### src/rtl/timer_ssms_display_if.sv
// Bus between the stopwatch timer (master) and the sss.mmm display reader (slave).
// Carries the time request/value, the converted BCD word with its status,
// and the multiplexed 7-segment pin drive.
interface timer_ssms_display_if;
  logic        time_1ms;
  logic [19:0] t;
  logic [23:0] bcd;
  logic        bcd_valid;
  logic        busy;
  logic        ovf;
  logic [5:0]  dig_n;
  logic [6:0]  seg_n;
  logic        dp_n;

  modport master (
    output time_1ms, t,
    input  bcd, bcd_valid, busy, ovf, dig_n, seg_n, dp_n
  );

  modport slave (
    input  time_1ms, t,
    output bcd, bcd_valid, busy, ovf, dig_n, seg_n, dp_n
  );
endinterface

### src/rtl/timer_ssms_display.sv
// Stopwatch display reader: synchronises the 1 ms strobe, converts the
// millisecond count to six BCD digits with a sequential double-dabble, and
// scans them onto a 6-digit active-low 7-segment display as sss.mmm.
module timer_ssms_display #(
  parameter int SCAN_DIV = 50000,
  parameter int BLANK_LZ = 1,
  parameter int T_MAX    = 999999
) (
  input  logic                 clk,
  input  logic                 KEY2,
  timer_ssms_display_if.slave  bus
);

  localparam int               DIV_W    = $clog2(SCAN_DIV);
  localparam logic [DIV_W-1:0] DIV_LAST = DIV_W'(SCAN_DIV - 1);
  localparam logic [19:0]      T_MAX_V  = 20'(T_MAX);

  typedef enum logic [1:0] {IDLE, SHIFT, DONE} state_t;

  state_t             state;
  state_t             state_nxt;
  logic [2:0]         sync;
  logic               req;
  logic               pending;
  logic [4:0]         shift_cnt;
  logic [43:0]        sreg;
  logic               capture;
  logic               shift_en;
  logic               finish;
  logic [DIV_W-1:0]   div;
  logic [2:0]         idx;
  logic [3:0]         nib;
  logic               blank;
  logic [23:0]        bcd_r;
  logic               bcd_valid_r;
  logic               busy_r;
  logic               ovf_r;
  logic [5:0]         dig_n_r;
  logic [6:0]         seg_n_r;
  logic               dp_n_r;

  // One double-dabble step: correct every BCD nibble >= 5, then shift left.
  function automatic logic [43:0] dabble_step(input logic [43:0] v);
    logic [43:0] a;
    a = v;
    for (int i = 0; i < 6; i++) begin
      if (a[20+4*i +: 4] >= 4'd5)
        a[20+4*i +: 4] = a[20+4*i +: 4] + 4'd3;
    end
    return {a[42:0], 1'b0};
  endfunction

  // Active-low gfedcba pattern; anything outside 0..9 is shown dark.
  function automatic logic [6:0] seg_code(input logic [3:0] d);
    case (d)
      4'd0:    return 7'h40;
      4'd1:    return 7'h79;
      4'd2:    return 7'h24;
      4'd3:    return 7'h30;
      4'd4:    return 7'h19;
      4'd5:    return 7'h12;
      4'd6:    return 7'h02;
      4'd7:    return 7'h78;
      4'd8:    return 7'h00;
      4'd9:    return 7'h10;
      default: return 7'h7F;
    endcase
  endfunction

  // Two-flop synchroniser on the strobe, then a registered rising-edge pulse.
  always_ff @(posedge clk or negedge KEY2) begin
    if (!KEY2) begin
      sync <= 3'b000;
      req  <= 1'b0;
    end else begin
      sync <= {sync[1:0], bus.time_1ms};
      req  <= sync[1] & ~sync[2];
    end
  end

  // Conversion FSM state register.
  always_ff @(posedge clk or negedge KEY2) begin
    if (!KEY2) state <= IDLE;
    else       state <= state_nxt;
  end

  // Conversion FSM next state and per-cycle control strobes.
  always_comb begin
    state_nxt = state;
    capture   = 1'b0;
    shift_en  = 1'b0;
    finish    = 1'b0;
    case (state)
      IDLE: begin
        if (req || pending) begin
          capture   = 1'b1;
          state_nxt = SHIFT;
        end
      end
      SHIFT: begin
        shift_en = 1'b1;
        if (shift_cnt == 5'd19) state_nxt = DONE;
      end
      DONE: begin
        finish    = 1'b1;
        state_nxt = IDLE;
      end
      default: state_nxt = IDLE;
    endcase
  end

  // One-deep request memory for strobes arriving while a conversion runs.
  always_ff @(posedge clk or negedge KEY2) begin
    if (!KEY2)                          pending <= 1'b0;
    else if (capture)                   pending <= 1'b0;
    else if (req && (state != IDLE))    pending <= 1'b1;
  end

  // Shift register and step counter for the double-dabble.
  always_ff @(posedge clk or negedge KEY2) begin
    if (!KEY2) begin
      sreg      <= '0;
      shift_cnt <= '0;
    end else if (capture) begin
      sreg      <= {24'd0, (bus.t > T_MAX_V) ? T_MAX_V : bus.t};
      shift_cnt <= '0;
    end else if (shift_en) begin
      sreg      <= dabble_step(sreg);
      shift_cnt <= shift_cnt + 5'd1;
    end
  end

  // Result word and status: bcd only changes atomically at the end.
  always_ff @(posedge clk or negedge KEY2) begin
    if (!KEY2) begin
      bcd_r       <= '0;
      bcd_valid_r <= 1'b0;
      busy_r      <= 1'b0;
      ovf_r       <= 1'b0;
    end else begin
      bcd_valid_r <= finish;
      if (capture) begin
        busy_r <= 1'b1;
        ovf_r  <= (bus.t > T_MAX_V);
      end
      if (finish) begin
        busy_r <= 1'b0;
        bcd_r  <= sreg[43:20];
      end
    end
  end

  // Free-running scan divider and digit index.
  always_ff @(posedge clk or negedge KEY2) begin
    if (!KEY2) begin
      div <= '0;
      idx <= '0;
    end else if (div == DIV_LAST) begin
      div <= '0;
      idx <= (idx == 3'd5) ? 3'd0 : idx + 3'd1;
    end else begin
      div <= div + 1'b1;
    end
  end

  // Pick the digit under scan and decide leading-zero blanking.
  always_comb begin
    nib   = 4'd0;
    blank = 1'b0;
    case (idx)
      3'd0: nib = bcd_r[3:0];
      3'd1: nib = bcd_r[7:4];
      3'd2: nib = bcd_r[11:8];
      3'd3: nib = bcd_r[15:12];
      3'd4: nib = bcd_r[19:16];
      3'd5: nib = bcd_r[23:20];
      default: nib = 4'd0;
    endcase
    if (BLANK_LZ != 0) begin
      if ((idx == 3'd5) && (bcd_r[23:20] == 4'd0))  blank = 1'b1;
      if ((idx == 3'd4) && (bcd_r[23:16] == 8'd0))  blank = 1'b1;
    end
  end

  // Display pins registered together; divider==0 is an all-off guard cycle.
  always_ff @(posedge clk or negedge KEY2) begin
    if (!KEY2) begin
      dig_n_r <= 6'h3F;
      seg_n_r <= 7'h7F;
      dp_n_r  <= 1'b1;
    end else if (div == '0) begin
      dig_n_r <= 6'h3F;
      seg_n_r <= 7'h7F;
      dp_n_r  <= 1'b1;
    end else begin
      dig_n_r <= ~(6'd1 << idx);
      seg_n_r <= blank ? 7'h7F : seg_code(nib);
      dp_n_r  <= (idx != 3'd3);
    end
  end

  assign bus.bcd       = bcd_r;
  assign bus.bcd_valid = bcd_valid_r;
  assign bus.busy      = busy_r;
  assign bus.ovf       = ovf_r;
  assign bus.dig_n     = dig_n_r;
  assign bus.seg_n     = seg_n_r;
  assign bus.dp_n      = dp_n_r;

endmodule

### src/flat_wrapper.sv
// flat-port wrapper written by rule: the top's interface ports become plain ports
module timer_ssms_display_flat 
#(
  parameter int SCAN_DIV = 50000,
  parameter int BLANK_LZ = 1,
  parameter int T_MAX    = 999999
)
  (clk, KEY2, bus_time_1ms, bus_t, bus_bcd, bus_bcd_valid, bus_busy, bus_ovf, bus_dig_n, bus_seg_n, bus_dp_n);
  timer_ssms_display_if bus_i ();
  input  logic clk;
  input  logic KEY2;
  input wire logic [$bits(bus_i.time_1ms)-1:0] bus_time_1ms;
  input wire logic [$bits(bus_i.t)-1:0] bus_t;
  output wire logic [$bits(bus_i.bcd)-1:0] bus_bcd;
  output wire logic [$bits(bus_i.bcd_valid)-1:0] bus_bcd_valid;
  output wire logic [$bits(bus_i.busy)-1:0] bus_busy;
  output wire logic [$bits(bus_i.ovf)-1:0] bus_ovf;
  output wire logic [$bits(bus_i.dig_n)-1:0] bus_dig_n;
  output wire logic [$bits(bus_i.seg_n)-1:0] bus_seg_n;
  output wire logic [$bits(bus_i.dp_n)-1:0] bus_dp_n;
  assign bus_i.time_1ms = bus_time_1ms;
  assign bus_i.t = bus_t;
  assign bus_bcd = bus_i.bcd;
  assign bus_bcd_valid = bus_i.bcd_valid;
  assign bus_busy = bus_i.busy;
  assign bus_ovf = bus_i.ovf;
  assign bus_dig_n = bus_i.dig_n;
  assign bus_seg_n = bus_i.seg_n;
  assign bus_dp_n = bus_i.dp_n;
  timer_ssms_display #(.SCAN_DIV(SCAN_DIV), .BLANK_LZ(BLANK_LZ), .T_MAX(T_MAX)) u_core (.clk(clk), .KEY2(KEY2), .bus(bus_i));
endmodule
### config.mk
export PLATFORM = sky130hd
export DESIGN_NAME = timer_ssms_display_flat
export DESIGN_NICKNAME = d
export VERILOG_FILES = /design/src/rtl/timer_ssms_display_if.sv /design/src/rtl/timer_ssms_display.sv /design/src/flat_wrapper.sv
export SDC_FILE = /design/constraint.sdc
export NUM_CORES = 1
export LEC_CHECK = 0
export BUFFER_PORTS_ARGS = -buffer_cell sky130_fd_sc_hd__buf_4
export CORE_MARGIN = 1
export CORE_UTILIZATION = 30
export DETAILED_ROUTE_END_ITERATION = 16
export SLEW_MARGIN = 10
export SYNTH_ARGS = -nofsm -noshare
export SYNTH_HDL_FRONTEND = slang
export SYNTH_SLANG_ARGS = --single-unit
### constraint.sdc
create_clock -name clk -period 2.55 [get_ports clk]
set_input_delay 0.255 -clock clk [delete_from_list [all_inputs] [get_ports clk]]
set_output_delay 0.255 -clock clk [all_outputs]
set_load 0.05 [all_outputs]
== Yosys cells after proc, flatten, opt, wreduce, memory -nomap -nowiden ==
Memories as Yosys holds them, arrays and structs flattened.
Cells that the tools add are included.

* Register bits: 116
* ROM bits: 112
* Input port bits: 23
* Output and inout port bits: 41
* Memories: 1

{| class="wikitable"
|+ Memories
! memory !! depth !! width !! read ports !! clocked after memory_dff !! wr ports !! line !! source
|-
| (no name shown) || 16 || 7 || 1 || 0 || 0 || timer_ssms_display.sv:55 || <nowiki>case (d)</nowiki>
|}

* Add/sub/neg operators: 9
* Magnitude comparators: 7
* Equality and inequality tests: 12
* Shift operators: 1
* Mux-type cells: 31
* Bitwise operators: 3
* Reductions and logical operators: 14

{| class="wikitable"
|+ Operators with widths
! operator !! number
|-
| $mux W44 || 2
|-
| $ge A4 B3 Y1 const B || 6
|-
| $pmux W4 S6 || 1
|-
| $add A4 B2 Y4 const B || 5
|-
| $gt A20 B20 Y1 const B || 1
|-
| $mux W20 || 1
|-
| $mux W4 || 5
|-
| $add A16 B1 Y16 const B || 1
|-
| $eq A16 B16 Y1 const B || 1
|-
| $logic_not A16 Y1 || 1
|-
| $mux W16 || 1
|-
| $mux W7 || 2
|-
| $mux W1 || 11
|-
| $mux W5 || 2
|-
| $logic_not A8 Y1 || 1
|-
| $reduce_bool A2 Y1 || 4
|-
| $eq A3 B2 Y1 const B || 2
|-
| $eq A3 B3 Y1 const B || 2
|-
| $mux W3 || 2
|-
| $mux W6 || 1
|-
| $not A6 Y6 || 1
|-
| $shl A1 B3 Y6 const A || 1
|-
| $add A5 B1 Y5 const B || 1
|-
| $eq A5 B5 Y1 const B || 1
|-
| 17 further kinds || 21
|}

== Longest topological paths before layout ==
* Word-level depth: 6
* Depth in mapped cells: 9
* Mapped depth without buffers: 8

== Worst setup path before layout ==
Ideal clock, no wire load.

* Path kind: register to register
* From: reg u_core.idx[0]
* To: reg u_core.seg_n_r[0] (netlist: u_core.bus.seg_n[0])
* Setup time: 0.083 ns
* Data arrival time: 2.209 ns
* Data required time: 2.467 ns
* Slack: 0.257 ns
* Cell stages (with the launch flop): 10
* Buffers on the path: 1
* Period minus slack after synthesis: 2.293 ns
* Cell sequence: dfrtp_1 > buf_2 > and2_1 > ha_1 > a32o_1 > a221oi_2 > inv_1 > ha_1 > mux2_2 > o32a_1

* Word-level cells in the longest chain between the ends: 6

{| class="wikitable"
|+ Ends and longest elaborated chain
! what !! line !! source
|-
| from (decl) || timer_ssms_display.sv:31 || <nowiki>logic [2:0] idx;</nowiki>
|-
| from (signal assigned) || timer_ssms_display.sv:160 || <nowiki>idx <= (idx == 3'd5) ? 3'd0 : idx + 3'd1;</nowiki>
|-
| branches (longest 4 deep; another with $mem_v2 Z16 W7) || -- ||
|-
| $mux W7 (*) || timer_ssms_display.sv:197 || <nowiki>seg_n_r <= blank ? 7'h7F : seg_code(nib);</nowiki>
|-
| $mux W7 (*) || timer_ssms_display.sv:191 || <nowiki>end else if (div == '0) begin</nowiki>
|-
| to (signal assigned) || timer_ssms_display.sv:197 ||
|-
| to (decl) || timer_ssms_display.sv:39 || <nowiki>logic [6:0] seg_n_r;</nowiki>
|}

Every way passes the cells marked *.
A chain may end at the register's enable or synchronous reset.

== Worst setup path after layout ==
Ends and elaborated chain as after synthesis.

==> results.ini <==
[finish]
diodes = 0
final_util_pct = 38.7
fin_area_um2 = 6940
nets = 616
nFillCells = 1734
area_growth_pct = 26.4
drive_gt1_share_pct = 27.2

[grt]
grt_usage_pct = 15.4
grt_pass1_vias = 4170
overflow = 0
grt_pass1_wl_um = 21900
grt_start_max_net_pins = 53
antenna_found_initial = 0

[logic_synthesis]
syn_inst = 499
synth_compound_area_share_pct = 14.1
async_flop_share_pct = 100
synth.area.top_cells = dfrtp_1 (46%), dfstp_2 (6.2%), mux2_2 (5.5%)
yosysMostFrequentCell = dfrtp_1
synth.net_count = 543
yosys.area.top_type_share_pct = 46.5
yosysTopAreaCell = dfrtp_1
synth_warnings = 0
ys_seq_area_share_pct = 52.7
synthDistinctLibCells = 53
synthFlopType = dfrtp_1
synthTopCellsByCount = dfrtp_1 (102), nand2_1 (35), o21ai_0 (35), nor2_1 (28), mux2_2 (27)
synthAdderAreaFrac_pct = 4.78
synth.avg_cell_area_um2 = 11.0
netlist_area_um2 = 5490
synthMuxAreaShare_pct = 7.74
synth-simple-area-share_pct = 12.3
synth_top_family_by_area = compound AO/OA/AOI/OAI gates
synth-seq-cells = 115
synth-edff-count = 0
synth-xor-area-share_pct = 4.62

[floorplanning]
die-area_um2 = 18900
io_pins = 64
rows = 49
die_h_um = 137
core_area_um2 = 18000
fp.dieW_um = 137
start_util_pct = 30.6

[timing]
hold_viol = 0
tns_ns = 0
post-route-period-util_pct = 93.0
final.setup.worst_slack_ns = 0.177
drv_slew = 0
worst_slew_pin_slew_ns = 0.703
fmax_mhz = 421
rsz0062_at_grt = no
relSlewSlack_pct = 53.1
setup_violations = 0
finClkSkew_ns = 0.00575
min_period_ns = 2.37

[placement]
finalWeightedCongestion = 0.887
place_area_um2 = 6280
io_buffer_count = 63
dp_hpwl_um = 9230
place_ws_ns = 0.188

[clocking]
root_buffer = clkbuf_16
cts_tree = built
clockBufferDepth = 2
clock_latency_ns = 0.42
clkTransAtPathRegs_ns = 0.05
cts_buffers = 17
cts_sinks = 115
cts_htree_levels = 4
cts-resized-gates = 0

[drt]
avgViaCountPerCell = 4.97
ant_nets = 0
routed-via-count = 4048
wl_per_cell_um = 16.1
wl_um = 13100
drtIter0Drc = 207
drc = 0
first_pass_iters = 4

[worst_setup_path]
worstPathRequired_ns = 2.89
crit_fanout = 9
r2r_slack_ns = 0.18
crit_type = reg2reg
critPathArrivalTime_ns = 2.71
critPathLaunchType = register
end_kind = register

[run]
cap_violations = 0

[min_path]
hp-class = in2reg

[pwr]
power_leakage_uw = 0.00322
ir_worst_vdd_mv = 0.610
power_density_nw_per_um2 = 1120

[run_status]
outcome = completed

## sequential cells by signal, summed over array words and instances (netlist names), 2 cells and up
register / count
u_core.div: 16
u_core.sync: 3
u_core.sreg: 44
u_core.bus.seg_n: 7
u_core.bus.dig_n: 5
u_core.shift_cnt: 5
u_core.state: 2
u_core.idx: 3
u_core.bus.bcd: 24
## worst paths after layout
| path | startpoint | endpoint | cells after the start |
|---|---|---|---|
| worst max-delay path | u_core.idx[0] | u_core.bus.seg_n[0] | 8 |
| worst min-delay path | bus_t[17] | u_core.sreg[17] | 3 |
| worst max register to register | u_core.idx[0] | u_core.bus.seg_n[0] | 8 |
| worst min register to register | u_core.sync[0] | u_core.sync[1] | 0 |
| max in group asynchronous | KEY2 | u_core.bus.dig_n[1] | 3 |
| min in group asynchronous | KEY2 | u_core.bus.bcd[20] | 2 |
## worst max-delay path, stage by stage (launching register included)
cell and delay [ns]:
dfrtp_1 0.47, and2_1 0.23, ha_1 0.28, a32o_1 0.26, a221oi_2 0.27, inv_1 0.12
ha_1 0.20, mux2_2 0.29, o32a_1 0.17
## layer usage
| metal | vias up | track usage, % | part of all wire (%) |
|---|---|---|---|
| met5 | - | 0 | 0 |
| met4 | 0 | 6.90 | 2.3 |
| met3 | 22 | 3.68 | 3.8 |
| met2 | 80 | 24.7 | 49 |
| met1 | 2016 | 19.7 | 45 |
| li1 | 1930 | - | - |
## where the power goes
part / internal [µW] / switching, µW / leakage (µW)
clock: 1730 / 828 / 0.000309
combinational: 990 / 1480 / 0.00146
sequential: 2330 / 428 / 0.00145
total: 5050 / 2730 / 0.00322
## cell usage in the layout, fill, tap and decap left out, types with 15 or more instances in the layout
cell type / instances
a21oi_1: 16
buf_4: 74
clkbuf_16: 17
dfrtp_1: 102
ha_1: 21
inv_1: 26
mux2_2: 27
nand2_1: 35
nand3_1: 24
nor2_1: 28
o21ai_0: 34
xor2_1: 15
## cell type report
cell class,count,area (µm²),area share (%)
sequential,115,2890,41.7
multi-input combinational,333,2410,34.7
timing repair buffer,78,616,8.87
clock buffer,23,488,7.03
tap,229,287,4.13
clock inverter,9,150,2.16
inverter,27,101,1.46
## stage by stage
stage               hold slack, ns  cells  power [µW]
floorplan                  -0.0406    499        4500
global placement             0.341    780        5120
detailed placement           0.347    780        5270
CTS                         0.0514    814        7880
global route                0.0748    814        8310
finish                      0.0732    814        7780
## logic make-up after synthesis
logic type / count (synthesis)
flops: 115
fa+ha+maj: 21
simple gates: 134
mux: 39
buf+inv: 51
compound gates: 110
xor+xnor: 29
## repair_timing
action	4_1_cts	5_1_grt
hold buffers	2	0
hold endpoints to repair	49	0
setup buffers	0	0
Power figures use the tool's default switching activity.
